[src/rtl/dtcm_arbiter.sv]
// dtcm_arbiter: shares the single-port DTCM RAM between two command masters.
//
// Grants at most one command per cycle (round-robin on ties) and drives the RAM
// combinationally in the grant cycle. The synchronous-read result is returned one
// cycle later. A holding register captures the response if the owner stalls its
// response channel, so the RAM output is only sampled in the first response cycle.
//
// Ports:
//   clk, rst                      clock, asynchronous active-high reset
//   m{0,1}_cmd_valid/ready        command handshake per master
//   m{0,1}_cmd_read/addr/wmask/wdata
//                                 command payload (addr is a byte address)
//   m{0,1}_rsp_valid/ready        response handshake per master
//   m{0,1}_rsp_rdata              read data (0 for write responses)
//   ram_cs/we/addr/wem/din        RAM command, valid in the grant cycle
//   ram_dout                      RAM read data, valid the cycle after a read
module dtcm_arbiter #(
  parameter int unsigned AW = 16,
  parameter int unsigned DW = 32,
  parameter int unsigned MW = 4
) (
  input  logic          clk,
  input  logic          rst,

  input  logic          m0_cmd_valid,
  output logic          m0_cmd_ready,
  input  logic          m0_cmd_read,
  input  logic [AW-1:0] m0_cmd_addr,
  input  logic [MW-1:0] m0_cmd_wmask,
  input  logic [DW-1:0] m0_cmd_wdata,
  output logic          m0_rsp_valid,
  input  logic          m0_rsp_ready,
  output logic [DW-1:0] m0_rsp_rdata,

  input  logic          m1_cmd_valid,
  output logic          m1_cmd_ready,
  input  logic          m1_cmd_read,
  input  logic [AW-1:0] m1_cmd_addr,
  input  logic [MW-1:0] m1_cmd_wmask,
  input  logic [DW-1:0] m1_cmd_wdata,
  output logic          m1_rsp_valid,
  input  logic          m1_rsp_ready,
  output logic [DW-1:0] m1_rsp_rdata,

  output logic          ram_cs,
  output logic          ram_we,
  output logic [AW-3:0] ram_addr,
  output logic [MW-1:0] ram_wem,
  output logic [DW-1:0] ram_din,
  input  logic [DW-1:0] ram_dout
);

  // Outstanding-response state
  logic          pend_q, pend_d;
  logic          owner_q, owner_d;
  logic          is_rd_q, is_rd_d;
  logic          hold_vld_q, hold_vld_d;
  logic [DW-1:0] hold_data_q, hold_data_d;
  logic          last_gnt_q, last_gnt_d;

  logic          owner_rsp_ready;
  logic          retire;
  logic          slot_free;
  logic          accept;
  logic          winner;
  logic [DW-1:0] rsp_data;

  logic          gnt_read;
  logic [AW-3:0] gnt_word;
  logic [MW-1:0] gnt_wmask;
  logic [DW-1:0] gnt_wdata;

  // Byte-offset bits never reach the word-addressed RAM.
  logic unused_addr_lsbs;
  assign unused_addr_lsbs = ^{m0_cmd_addr[1:0], m1_cmd_addr[1:0]};

  // Slot availability: a retiring response frees the slot in the same cycle.
  always_comb begin
    owner_rsp_ready = owner_q ? m1_rsp_ready : m0_rsp_ready;
    retire          = pend_q & owner_rsp_ready;
    slot_free       = ~pend_q | retire;
  end

  // Arbitration: single requester wins outright; on a tie the port that was not
  // granted last time wins.
  always_comb begin
    winner = 1'b0;
    if (m0_cmd_valid && m1_cmd_valid) begin
      winner = ~last_gnt_q;
    end else if (m1_cmd_valid) begin
      winner = 1'b1;
    end
    accept = slot_free & (m0_cmd_valid | m1_cmd_valid);
  end

  assign m0_cmd_ready = accept & ~winner;
  assign m1_cmd_ready = accept & winner;

  // Granted command payload
  always_comb begin
    gnt_read  = winner ? m1_cmd_read              : m0_cmd_read;
    gnt_word  = winner ? m1_cmd_addr[AW-1:2]      : m0_cmd_addr[AW-1:2];
    gnt_wmask = winner ? m1_cmd_wmask             : m0_cmd_wmask;
    gnt_wdata = winner ? m1_cmd_wdata             : m0_cmd_wdata;
  end

  // RAM drive; payload forced to zero when nothing is accepted.
  always_comb begin
    ram_cs   = accept;
    ram_we   = 1'b0;
    ram_addr = '0;
    ram_wem  = '0;
    ram_din  = '0;
    if (accept) begin
      ram_we   = ~gnt_read;
      ram_addr = gnt_word;
      ram_wem  = gnt_wmask;
      ram_din  = gnt_wdata;
    end
  end

  // Response data: captured copy wins once the first response cycle has passed.
  always_comb begin
    if (hold_vld_q) begin
      rsp_data = hold_data_q;
    end else if (is_rd_q) begin
      rsp_data = ram_dout;
    end else begin
      rsp_data = '0;
    end
  end

  always_comb begin
    m0_rsp_valid = pend_q & ~owner_q;
    m1_rsp_valid = pend_q & owner_q;
    m0_rsp_rdata = m0_rsp_valid ? rsp_data : '0;
    m1_rsp_rdata = m1_rsp_valid ? rsp_data : '0;
  end

  // Next state
  always_comb begin
    pend_d      = pend_q;
    owner_d     = owner_q;
    is_rd_d     = is_rd_q;
    last_gnt_d  = last_gnt_q;
    hold_vld_d  = hold_vld_q;
    hold_data_d = hold_data_q;

    if (accept) begin
      pend_d     = 1'b1;
      owner_d    = winner;
      is_rd_d    = gnt_read;
      last_gnt_d = winner;
    end else if (retire) begin
      pend_d = 1'b0;
    end

    if (retire) begin
      hold_vld_d = 1'b0;
    end else if (pend_q && !hold_vld_q) begin
      // Owner stalled in the first response cycle: freeze the data now, the RAM
      // output may change from the next cycle on.
      hold_vld_d  = 1'b1;
      hold_data_d = rsp_data;
    end
  end

  always_ff @(posedge clk or posedge rst) begin
    if (rst) begin
      pend_q      <= 1'b0;
      owner_q     <= 1'b0;
      is_rd_q     <= 1'b0;
      hold_vld_q  <= 1'b0;
      hold_data_q <= '0;
      last_gnt_q  <= 1'b1;
    end else begin
      pend_q      <= pend_d;
      owner_q     <= owner_d;
      is_rd_q     <= is_rd_d;
      hold_vld_q  <= hold_vld_d;
      hold_data_q <= hold_data_d;
      last_gnt_q  <= last_gnt_d;
    end
  end

endmodule

[config.mk]
export PLATFORM = sky130hd
export DESIGN_NAME = dtcm_arbiter
export DESIGN_NICKNAME = d
export VERILOG_FILES = /design/src/rtl/dtcm_arbiter.sv
export SDC_FILE = /design/constraint.sdc
export NUM_CORES = 1
export LEC_CHECK = 0
export BUFFER_PORTS_ARGS = -buffer_cell sky130_fd_sc_hd__buf_2
export CAP_MARGIN = 20
export CORE_AREA = 2 2 103 105
export DETAILED_ROUTE_END_ITERATION = 6
export DIE_AREA = 0 0 105 107
export HOLD_SLACK_MARGIN = 0.02
export PLACE_DENSITY_LB_ADDON = 0.2
export SLEW_MARGIN = 20
export SYNTH_ARGS = -nofsm -noshare
export SYNTH_HDL_FRONTEND = slang
export SYNTH_SLANG_ARGS = --single-unit
[constraint.sdc]
create_clock -name clk -period 2.5 [get_ports clk]
set_input_delay 0.375 -clock clk [delete_from_list [all_inputs] [get_ports clk]]
set_output_delay 0.375 -clock clk [all_outputs]
set_load 0.05 [all_outputs]
# [Word level (Yosys, flattened, before mapping)]
# Index checks and enable logic that the tools add are counted.
[word_totals] reg_bits=37 input_bits=144 output_inout_bits=120 elab_cells=45
[classes] muxes=19 n_bitwise=14 n_reduce_logical=6
[ops] op="2-to-1 mux 32 bit" n=6
[ops] op="2-to-1 mux 14 bit" n=2
[ops] op="2-to-1 mux 1 bit" n=9
[ops] op="2-to-1 mux 4 bit" n=2
[ops] op="AND 1 bit" n=6
[ops] op="NOT 1 bit" n=6
[ops] op="nonzero test 2 bit" n=2
[ops] op="logical AND 1 bit" n=2
[ops] op="bitwise OR 1 bit" n=2
[ops] op="AND reduction 2 bit" n=1
[ops] op="logical NOT 1 bit" n=1

# [Longest topological paths before layout]
# Gate-level depths: netlist of run 1.
[depth] word_depth=5 ltp_mapped=6 ltp_nobuf=3

# [Worst setup path after synthesis of run 1]
# No wires, ideal clock.
[synth_timing] kind="register to output" startpoint="register owner_q" endpoint="output port m0_cmd_ready" arrival_ps=2017 required_ps=2125 setup_slack_ps=108 stages_incl_launch_ff=5 n_path_buf=1 path_cell_list="dfrtp_1 mux2i_4 and2_1 buf_6 nor3_1"
[synth_between] elab_chain_len=5
[synth_rtl] item="start: declaration" line="55" text="logic owner_q, owner_d;"
[synth_rtl] item="start signal: assignment" line="178" text="owner_q <= owner_d;"
[synth_rtl] item="2-to-1 mux 1 bit" line="79" text="owner_rsp_ready = owner_q ? m1_rsp_ready : m0_rsp_ready;"
[synth_rtl] item="AND 1 bit" line="80" text="retire = pend_q & owner_rsp_ready;"
[synth_rtl] item="bitwise OR 1 bit" line="81" text="slot_free = ~pend_q | retire;"
[synth_rtl] item="AND 1 bit" line="93" text="accept = slot_free & (m0_cmd_valid | m1_cmd_valid);"
[synth_rtl] item="AND 1 bit" line="96" text="assign m0_cmd_ready = accept & ~winner;"
[synth_rtl] item="end: declaration" line="26" text="output logic m0_cmd_ready,"
# No other way between the ends.

# [Final worst setup path of run 1]
[layout_timing] startpoint="register last_gnt_q" endpoint="output port ram_din[11]"
[layout_between] elab_chain_len=4
[layout_rtl] item="start: declaration" line="59" text="logic last_gnt_q, last_gnt_d;"
[layout_rtl] item="start signal: assignment" line="182" text="last_gnt_q <= last_gnt_d;"
[layout_rtl] item="NOT 1 bit" line="89" text="winner = ~last_gnt_q;"
[layout_rtl] item="2-to-1 mux 1 bit" line="88" text="if (m0_cmd_valid && m1_cmd_valid) begin"
[layout_rtl] item="2-to-1 mux 32 bit" line="104" text="gnt_wdata = winner ? m1_cmd_wdata : m0_cmd_wdata;"
[layout_rtl] item="2-to-1 mux 32 bit" line="114" text="if (accept) begin"
[layout_rtl] item="end: declaration" line="49" text="output logic [DW-1:0] ram_din,"
# No other way between the ends.

==> PnR_summary.wiki, run 1 <==
{| class="wikitable"
! Metric !! Value
|-
| Result of the run || completed
|-
| Worst hold-check path type || input port to async pin
|-
| Clock Path Buffers || 2
|-
| Number of vias after detailed routing || 4088
|-
| Vias per Instance || 5.12
|-
| Mapped Cells || 431
|-
| Max capacitance violation total || 0
|-
| Clock-pin transition on the worst setup and hold timing paths || 70 ps
|-
| Standard-cell row count || 37
|-
| Fillcell total || 1041
|-
| Clock tree from TritonCTS || done
|-
| Period utilization || 92.5%
|-
| Overall fraction of global-route tracks in use || 20.3%
|-
| Clock insertion delay at the later pin of the skew report || 280 ps
|-
| Routed wl met3 || 848 um
|-
| Post-Route Setup TNS || 0 ps
|-
| Final Cell Area || 0.00465 mm2
|-
| Synthesis-stage register bit count || 37
|-
| Final setup violation count || 0
|-
| Hold Buf Count CTS || 0
|-
| Initial cell density of the core || 31.3%
|-
| Share of the yosys chip area belonging to registers || 29.4%
|-
| Maximum number of pins on one net before global-route repair || 53
|-
| Met2 WL || 5910 um
|-
| Data arrival, critical path || 1940 ps
|-
| Mean routed wirelength per cell || 15.2 um
|-
| Number of inserted diodes || 0
|-
| Final nets || 806
|-
| Antenna violations before repair || 0
|-
| Remaining global-route overflow || 0
|-
| Estimated wirelength of the detail-placed design || 9110 um
|-
| Setup Crit Path Kind || flop to primary output
|-
| Worst setup slack after layout || 187 ps
|-
| Maximum vdd drop || 0.427 mV
|-
| Placer congestion estimate || 0.875
|-
| Wire length of the first global-routing pass || 18700 um
|-
| Clock root buffer master || clkbuf_8
|-
| Capturing element type of the critical path || primary output
|-
| Placement-stage cell area || 0.00457 mm2
|-
| Layout cells sized above 1 || 51.0%
|-
| Least-Margin Pin Slew || 485 ps
|-
| Drt first pass iters || 5
|-
| Achievable clock frequency || 432 MHz
|-
| Worst-case headroom to the max-slew limit || 67.7%
|-
| Width of the die || 105 um
|-
| Pre-CTS WS || 461 ps
|-
| Die Area || 0.0112 mm2
|-
| Number of enable flip-flop cells after synthesis || 0
|-
| Buffers inserted by post-CTS timing repair || 0
|-
| RSZ-0062 raised after global routing || no
|-
| Most frequent standard cell in the layout excluding fill and tap cells || buf_2
|-
| Endpoint required time on the critical path || 2120 ps
|-
| Placeable core area || 0.0101 mm2
|-
| Shortest period the worst path allows || 2310 ps
|-
| Worst Path Max Fanout || 52
|-
| Die extent in y || 107 um
|-
| Resize count post-CTS || 0
|-
| Yosys warns || 0
|-
| DRC viols || 0
|-
| Clock sink count || 37
|-
| Asr flop ratio synth || 100%
|-
| Syn avg cell area || 7.32 um2
|-
| Final wirelength || 12100 um
|-
| Area overhead of the layout relative to synthesis || 47.4%
|-
| Top metal layer carrying routed signals || met4
|-
| Leakage dissipation || 2.55 nW
|-
| I/O Buffers || 259
|-
| Antenna Violating Nets Remaining || 0
|-
| Clock skew after layout || 4.64 ps
|-
| Distinct cell type count after synthesis || 33
|-
| Fin. Hold Viols || 0
|-
| H-Tree Level Count || 2
|-
| Summed instance area of the synthesized netlist || 0.00315 mm2
|-
| Number of DRC markers after the initial detailed-route iteration || 442
|-
| Post-synth top flop || dfrtp_1
|-
| Net count after synthesis || 575
|-
| Boundary Pins || 264
|-
| Num CTS Buffers || 5
|-
| Total power divided by cell area || 971 mW/mm2
|-
| Vias in the first global route || 3785
|-
| Critical path launch point type || flop
|-
| Most frequent cells in the layout || 259 x buf_2, 66 x nor2_1, 55 x nand2_1
|-
| Final-report max-slew violation count || 0
|-
| Length of routed wiring on met1 || 5190 um
|}
==> power by group <==
group          leakage [nW]  switching (mW)  internal [mW]
Clock                0.0450           0.211          0.193
Combinational          2.02            2.28          0.882
Sequential            0.481           0.135          0.810
==> registers in the layout (all words and copies together), names as in the netlist <==
| signal | count |
|---|---|
| hold_data_q | 32 |
| hold_vld_q | 1 |
| is_rd_q | 1 |
| last_gnt_q | 1 |
| owner_q | 1 |
| pend_q | 1 |
==> metal layers <==
layer  up-vias  GRT usage, %
met5         -             0
met4         0          5.05
met3        14          4.32
met2       194          35.8
met1      1905          25.3
li1       1975             -
==> stage by stage <==
| stage | utilization, % | power (mW) | hold WS, ps | cells |
|---|---|---|---|---|
| after CTS | 46.1 | 4.55 | 202 | 799 |
| final | 46.1 | 4.51 | 192 | 799 |
| after detailed placement | 45.3 | 4.13 | 478 | 791 |
| after global routing | 46.1 | 4.79 | 236 | 799 |
| after floorplan | - | 3.36 | 449 | 431 |
| after global placement | 45.3 | 4.08 | 465 | 791 |
==> cells in the mapped netlist, types with 3 or more instances <==
library cell   n  area, um2
buf_1          5       18.8
nand4_1       30        188
nand3_1       50        250
dfrtp_1       36        901
nand2b_1       3       18.8
inv_1          5       18.8
a21bo_2       29        290
a21oi_2       19        166
a22oi_1       30        225
buf_6          6       67.6
nand2_1       55        206
clkbuf_1      27        101
buf_2         12       60.1
nor2_1        66        248
a21oi_1       33        165
and2_1         4       25.0
==> area by class of cell <==
type / instances / area, um2 / area share [%]
multi-input combinational: 338 / 1970 / 42.4
clock buffer: 6 / 72.6 / 1.56
sequential: 37 / 927 / 19.9
inverter: 5 / 18.8 / 0.404
clock inverter: 2 / 10.0 / 0.215
tap: 136 / 170 / 3.66
timing repair buffer: 275 / 1480 / 31.8
==> path summary, 6_finish.rpt <==
| kind | start | to | slack, ps | depth (start not counted) |
|---|---|---|---|---|
| max reg2reg | owner_q | hold_data_q[29] | 440 | 5 |
| min | rst | hold_data_q[23] | 190 | 3 |
| min in group clk | m1_cmd_valid | pend_q | 380 | 3 |
| min reg2reg | hold_data_q[24] | hold_data_q[24] | 490 | 1 |
| max in group asynchronous | rst | last_gnt_q | 1950 | 3 |
| max | last_gnt_q | ram_din[11] | 190 | 5 |
==> critical path: stages, from the launching register on <==
cell and delay [ps]:
dfstp_2 590, a21bo_2 180, buf_12 230, nand3_1 130, a21oi_2 210, buf_2 300
==> kinds of logic (layout without fill, tap and decap cells) <==
group,after synthesis,count (layout),share of synthesized area (%)
muxes,5,5,2.06
and+or+nand+nor,213,213,30.7
AOI/OAI and AO/OA,120,120,29.3
buffers and inverters,56,288,8.61
DFF,37,37,29.4
Note: power is estimated with default switching activity, not from simulation.
==> inputs of run 2 (changes only) <==
--- a/config.mk
+++ b/config.mk
@@ -12,6 +12,7 @@
 export DIE_AREA = 0 0 105 107
 export HOLD_SLACK_MARGIN = 0.02
 export PLACE_DENSITY_LB_ADDON = 0.2
+export REMOVE_ABC_BUFFERS = 1
 export SLEW_MARGIN = 20
 export SYNTH_ARGS = -nofsm -noshare
 export SYNTH_HDL_FRONTEND = slang
==> run 2 against run 1 <==
Against the previous run: worst setup slack worse by 33 ps; clock skew about the same; design area down 0.24%; highest routed layer is now met5; largest power group unchanged.
==> PnR_summary.wiki, run 2 (synthesis results as in run 1) <==
{| class="wikitable"
! Metric !! Value
|-
| Initial cell density of the core || 31.3%
|-
| Antenna Violating Nets Remaining || 0
|-
| Worst path max stage delay || 590 ps
|-
| Number of vias after detailed routing || 4021
|-
| Clock skew after layout || 4.73 ps
|-
| Least-Margin Pin Slew || 480 ps
|-
| I/O Buffers || 259
|-
| Overall fraction of global-route tracks in use || 19.8%
|-
| Most frequent standard cell in the layout excluding fill and tap cells || buf_2
|-
| RSZ-0062 raised after global routing || no
|-
| Final nets || 802
|-
| Layout cells sized above 1 || 50.8%
|-
| Maximum number of pins on one net before global-route repair || 61
|-
| Most frequent cells in the layout || 259 x buf_2, 66 x nor2_1, 55 x nand2_1
|-
| Achievable clock frequency || 426 MHz
|-
| Routed wl met3 || 1050 um
|-
| Fin. Hold Viols || 0
|-
| Cell-by-cell listing of the critical path || a21bo_2 > buf_12 > nand3_1 > a21oi_1 > buf_2
|-
| Fillcell total || 1084
|-
| Clock tree from TritonCTS || done
|-
| Top register by number of flip-flops || hold_data_q
|-
| Clock-pin transition on the worst setup and hold timing paths || 70 ps
|-
| Data arrival, critical path || 1970 ps
|-
| DRC viols || 0
|-
| Drt first pass iters || 4
|-
| Finished Layout Cells || 795
|-
| Clock root buffer master || clkbuf_8
|-
| Hold Buf Count CTS || 0
|-
| Maximum vdd drop || 0.364 mV
|-
| Total power divided by cell area || 973 mW/mm2
|-
| Vias in the first global route || 3704
|-
| Width of the die || 105 um
|-
| Final wirelength || 11500 um
|-
| Placeable core area || 0.0101 mm2
|-
| Pre-CTS WS || 451 ps
|-
| Area overhead of the layout relative to synthesis || 47.0%
|-
| Number of DRC markers after the initial detailed-route iteration || 222
|-
| Critical path launch point type || flop
|-
| Boundary Pins || 264
|-
| Leakage dissipation || 2.54 nW
|-
| DP Cell Count || 787
|-
| Crit-path slowest cell || dfstp_2
|-
| Vias per Instance || 5.06
|-
| Wire length of the first global-routing pass || 18400 um
|-
| Resize count post-CTS || 0
|-
| Remaining global-route overflow || 0
|-
| Worst Path Max Fanout || 47
|-
| Clock insertion delay at the later pin of the skew report || 280 ps
|-
| Num CTS Buffers || 5
|-
| Antenna violations before repair || 1
|-
| Clock Path Buffers || 2
|-
| Top metal layer carrying routed signals || met5
|-
| Final setup violation count || 0
|-
| Final-report max-slew violation count || 0
|-
| Standard-cell row count || 37
|-
| Post-Route Setup TNS || 0 ps
|-
| Shortest period the worst path allows || 2350 ps
|-
| Mean routed wirelength per cell || 14.5 um
|-
| Worst setup slack after layout || 155 ps
|-
| Period utilization || 93.8%
|-
| Die Area || 0.0112 mm2
|-
| Length of routed wiring on met1 || 4360 um
|-
| Estimated wirelength of the detail-placed design || 8570 um
|-
| Number of inserted diodes || 0
|-
| Capturing element type of the critical path || primary output
|-
| H-Tree Level Count || 2
|-
| Worst-case headroom to the max-slew limit || 68.0%
|-
| Post-route core utilization || 46.0%
|-
| Clock sink count || 37
|-
| Die extent in y || 107 um
|-
| Placer congestion estimate || 0.853
|-
| Endpoint required time on the critical path || 2120 ps
|-
| Met2 WL || 5970 um
|-
| Flip-flop count of the largest register, all copies and words added || 32
|-
| Max capacitance violation total || 0
|-
| Setup Crit Path Kind || flop to primary output
|-
| Buffers inserted by post-CTS timing repair || 0
|-
| Result of the run || completed
|-
| Worst hold-check path type || input port to async pin
|}
## run 2: cell types whose count changed in the layout (fill, tap and decap cells not counted)
| cell | previous run | this run |
|---|---|---|
| buf_4 | 11 | 7 |
| clkbuf_8 | 5 | 7 |
| clkbuf_1 | 1 | 0 |
| clkinv_2 | 2 | 1 |
## run 2: final cells by class
type	instances	area [um2]	area share [%]
Sequential cell	37	927	20.0
Clock buffer	7	96.3	2.08
Inverter	5	18.8	0.405
Clock inverter	1	5.00	0.108
Timing Repair Buffer	271	1450	31.2
Multi-Input combinational cell	338	1970	42.5
Tap cell	136	170	3.67
## run 2: worst paths after layout
check                           startpoint         endpoint  cells after the start  slack, ps
setup reg to reg                hold_vld_q  hold_data_q[13]                      5        640
setup / recovery                last_gnt_q      ram_din[28]                      5        150
min in group clk              m1_cmd_valid           pend_q                      3        360
hold reg to reg            hold_data_q[28]  hold_data_q[28]                      1        490
max in group asynchronous              rst       last_gnt_q                      3       1950
hold / removal                         rst  hold_data_q[14]                      3        200
## run 2: critical path: cells and delay by family (launching register included)
kind / cells / cell delay [ps]
buffers and inverters: 2 / 520
AND/OR/NAND/NOR: 1 / 150
flip-flops: 1 / 590
AO/OA/AOI/OAI: 2 / 420
## run 2: per-layer routing
metal	global-route usage [%]	up-vias
met4	3.90	2
met1	23.0	1866
met3	6.14	12
met5	0	-
met2	36.0	171
li1	-	1970
## run 2: through the flow
step           hold WS, ps  instance area (um2)  power (mW)
2_1_floorplan          449                 2900        3.24
3_3_place_gp           462                 4540        4.05
3_5_place_dp           469                 4540        4.09
4_1_cts                214                 4640        4.56
5_1_grt                237                 4640        4.80
6_report               199                 4640        4.51
## run 2: power by group
part | switching (mW) | internal (mW)
Sequential | 0.128 | 0.810
Combinational | 2.26 | 0.854
Clock | 0.209 | 0.249
Total | 2.60 | 1.91
==> inputs of run 3 (changes only) <==
--- a/config.mk
+++ b/config.mk
@@ -5,6 +5,7 @@
 export SDC_FILE = /design/constraint.sdc
 export NUM_CORES = 1
 export LEC_CHECK = 0
+export ABC_AREA = 0
 export BUFFER_PORTS_ARGS = -buffer_cell sky130_fd_sc_hd__buf_2
 export CAP_MARGIN = 20
 export CORE_AREA = 2 2 103 105
@@ -12,8 +13,9 @@
 export DIE_AREA = 0 0 105 107
 export HOLD_SLACK_MARGIN = 0.02
 export PLACE_DENSITY_LB_ADDON = 0.2
+export RECOVER_POWER = 100
 export REMOVE_ABC_BUFFERS = 1
-export SLEW_MARGIN = 20
+export SLEW_MARGIN = 10
 export SYNTH_ARGS = -nofsm -noshare
 export SYNTH_HDL_FRONTEND = slang
 export SYNTH_SLANG_ARGS = --single-unit
==> run 3 against run 2 <==
Against the previous run: the flow now finishes with violations (max-capacitance violations, max-slew violations); maximum frequency decreased by 2.0%; cell count stayed put; clock skew fell by 1.3 ps; count of clock-buffer cells in the layout unchanged; flip-flop and latch count unchanged; first-iteration DRC count shrank 4.5%; combinational power is essentially flat; sequential power is essentially flat; hold slack improved by 160 ps; non-clock buffer count unchanged; via count down 0.55%; highest routed layer unchanged.
==> PnR_summary.wiki, run 3 (synthesis results as in run 1) <==
{| class="wikitable"
! Metric !! Value
|-
| Result of the run || complete, but fails checks
|-
| Failing checks || max-capacitance violations, max-slew violations
|-
| Hold Buf Count CTS || 0
|-
| I/O Buffers || 259
|-
| Buffers inserted by post-CTS timing repair || 0
|-
| Setup Crit Path Kind || flop to primary output
|-
| Clock skew after layout || 3.39 ps
|-
| Crit-path slowest cell || dfstp_2
|-
| Clock-pin transition on the worst setup and hold timing paths || 70 ps
|-
| Wire length of the first global-routing pass || 18400 um
|-
| Reg2Reg Launch Point || owner_q
|-
| Fin. Hold Viols || 0
|-
| Clock tree from TritonCTS || done
|-
| Leakage dissipation || 2.46 nW
|-
| Clock sink count || 37
|-
| Clock insertion delay at the later pin of the skew report || 280 ps
|-
| Clock root buffer master || clkbuf_8
|-
| Boundary Pins || 264
|-
| Worst-case headroom to the max-slew limit || -34.8%
|-
| Period utilization || 95.7%
|-
| Drt first pass iters || 4
|-
| Vias in the first global route || 3704
|-
| Number of inserted diodes || 0
|-
| H-Tree Level Count || 2
|-
| Total power divided by cell area || 974 mW/mm2
|-
| Cell-by-cell listing of the critical path || a21bo_2 > buf_12 > nand3_1 > a21oi_1 > clkbuf_2
|-
| Register-to-register setup slack || 360 ps
|-
| Clock Path Buffers || 2
|-
| Die Area || 0.0112 mm2
|-
| Layout cells sized above 1 || 50.7%
|-
| Estimated wirelength of the detail-placed design || 8570 um
|-
| Maximum vdd drop || 0.363 mV
|-
| Final Cell Area || 0.00462 mm2
|-
| Number of vias after detailed routing || 3999
|-
| End of the worst register-to-register path || hold_data_q[13]
|-
| Vias per Instance || 5.03
|-
| Remaining global-route overflow || 0
|-
| Maximum number of pins on one net before global-route repair || 61
|-
| Most frequent cells in the layout || 144 x buf_2, 118 x clkbuf_2, 66 x nor2_1
|-
| Critical path launch point type || flop
|-
| Final-report max-slew violation count || 38
|-
| Placeable core area || 0.0101 mm2
|-
| Worst path max stage delay || 590 ps
|-
| Standard-cell row count || 37
|-
| Max capacitance violation total || 1
|-
| Resize count post-CTS || 0
|-
| Overall fraction of global-route tracks in use || 19.8%
|-
| Final nets || 802
|-
| Final setup violation count || 0
|-
| Post-Route Setup TNS || 0 ps
|-
| DRC viols || 0
|-
| Shortest period the worst path allows || 2390 ps
|-
| Number of DRC markers after the initial detailed-route iteration || 212
|-
| Most frequent standard cell in the layout excluding fill and tap cells || buf_2
|-
| Worst Path Max Fanout || 47
|-
| Area overhead of the layout relative to synthesis || 46.4%
|-
| Initial cell density of the core || 31.3%
|-
| Critical hold path startpoint || m1_cmd_valid
|-
| Antenna violations before repair || 1
|-
| RSZ-0062 raised after global routing || no
|-
| Top register by number of flip-flops || hold_data_q
|-
| Placer congestion estimate || 0.853
|-
| Final wirelength || 11400 um
|-
| Data arrival, critical path || 2020 ps
|-
| Num CTS Buffers || 5
|-
| Capturing element type of the critical path || primary output
|-
| Die extent in y || 107 um
|-
| FF-to-FF path depth || 5
|-
| Capture point of the critical path || ram_din[28]
|-
| Antenna Violating Nets Remaining || 0
|-
| Flip-flop count of the largest register, all copies and words added || 32
|-
| Endpoint required time on the critical path || 2120 ps
|-
| Achievable clock frequency || 418 MHz
|-
| Width of the die || 105 um
|-
| Worst hold-check path type || input port to flop
|-
| Least-Margin Pin Slew || 2020 ps
|-
| Mean routed wirelength per cell || 14.4 um
|-
| Placement-stage cell area || 0.00454 mm2
|-
| Worst Setup SP || last_gnt_q
|}
-- run 3: cell types whose count changed in the layout (fill, tap and decap cells not counted), sizes merged --
cell,before,now
buf,271,152
clkbuf,7,126
-- run 3: through the flow --
stage / hold WS, ps / power (mW) / std cells / setup slack (ps) / utilization (%)
after detailed placement: 469 / 4.09 / 787 / 451 / 45.0
after floorplan: 449 / 3.24 / 380 / -1570 / -
after global placement: 462 / 4.05 / 787 / 465 / 45.0
after global routing: 388 / 4.79 / 795 / 23.1 / 45.8
after CTS: 214 / 4.56 / 795 / 123 / 46.0
final: 362 / 4.50 / 795 / 107 / 45.8
-- run 3: cell type report --
cell class | instances | area, um2
tap | 136 | 170
inverter | 5 | 18.8
multi-input combinational | 338 | 1970
clock buffer | 7 | 96.3
sequential | 37 | 927
clock inverter | 1 | 5.00
timing repair buffer | 271 | 1430
fill | 1086 | 5470
-- run 3: routing by layer --
layer / vias to the layer above / global-route usage [%] / wire (um)
li1: 1971 / - / -
met1: 1847 / 23.0 / 4340
met3: 12 / 6.14 / 1080
met4: 2 / 3.90 / 120
met2: 167 / 36.0 / 5900
met5: - / 0 / 10
-- run 3: worst max-delay path, delay by kind of cell (launching register included) --
family,cells,cell delay [ps]
AOI/OAI and AO/OA,2,430
buffers and inverters,2,530
DFF,1,590
and+or+nand+nor,1,160
-- run 3: power by group --
part,internal [mW],switching (mW),total [mW]
clock network,0.249,0.208,0.458
registers,0.809,0.129,0.938
logic,0.827,2.27,3.10
total,1.89,2.61,4.50
-- run 3: worst min path at each step --
stage / to / slack [ps] / depth (start not counted)
floorplan: hold_data_q[28] / 450 / 1
global placement: hold_data_q[31] / 460 / 1
detailed placement: hold_data_q[28] / 470 / 1
CTS: hold_data_q[14] / 210 / 3
global route: pend_q / 390 / 3
finish: pend_q / 360 / 3
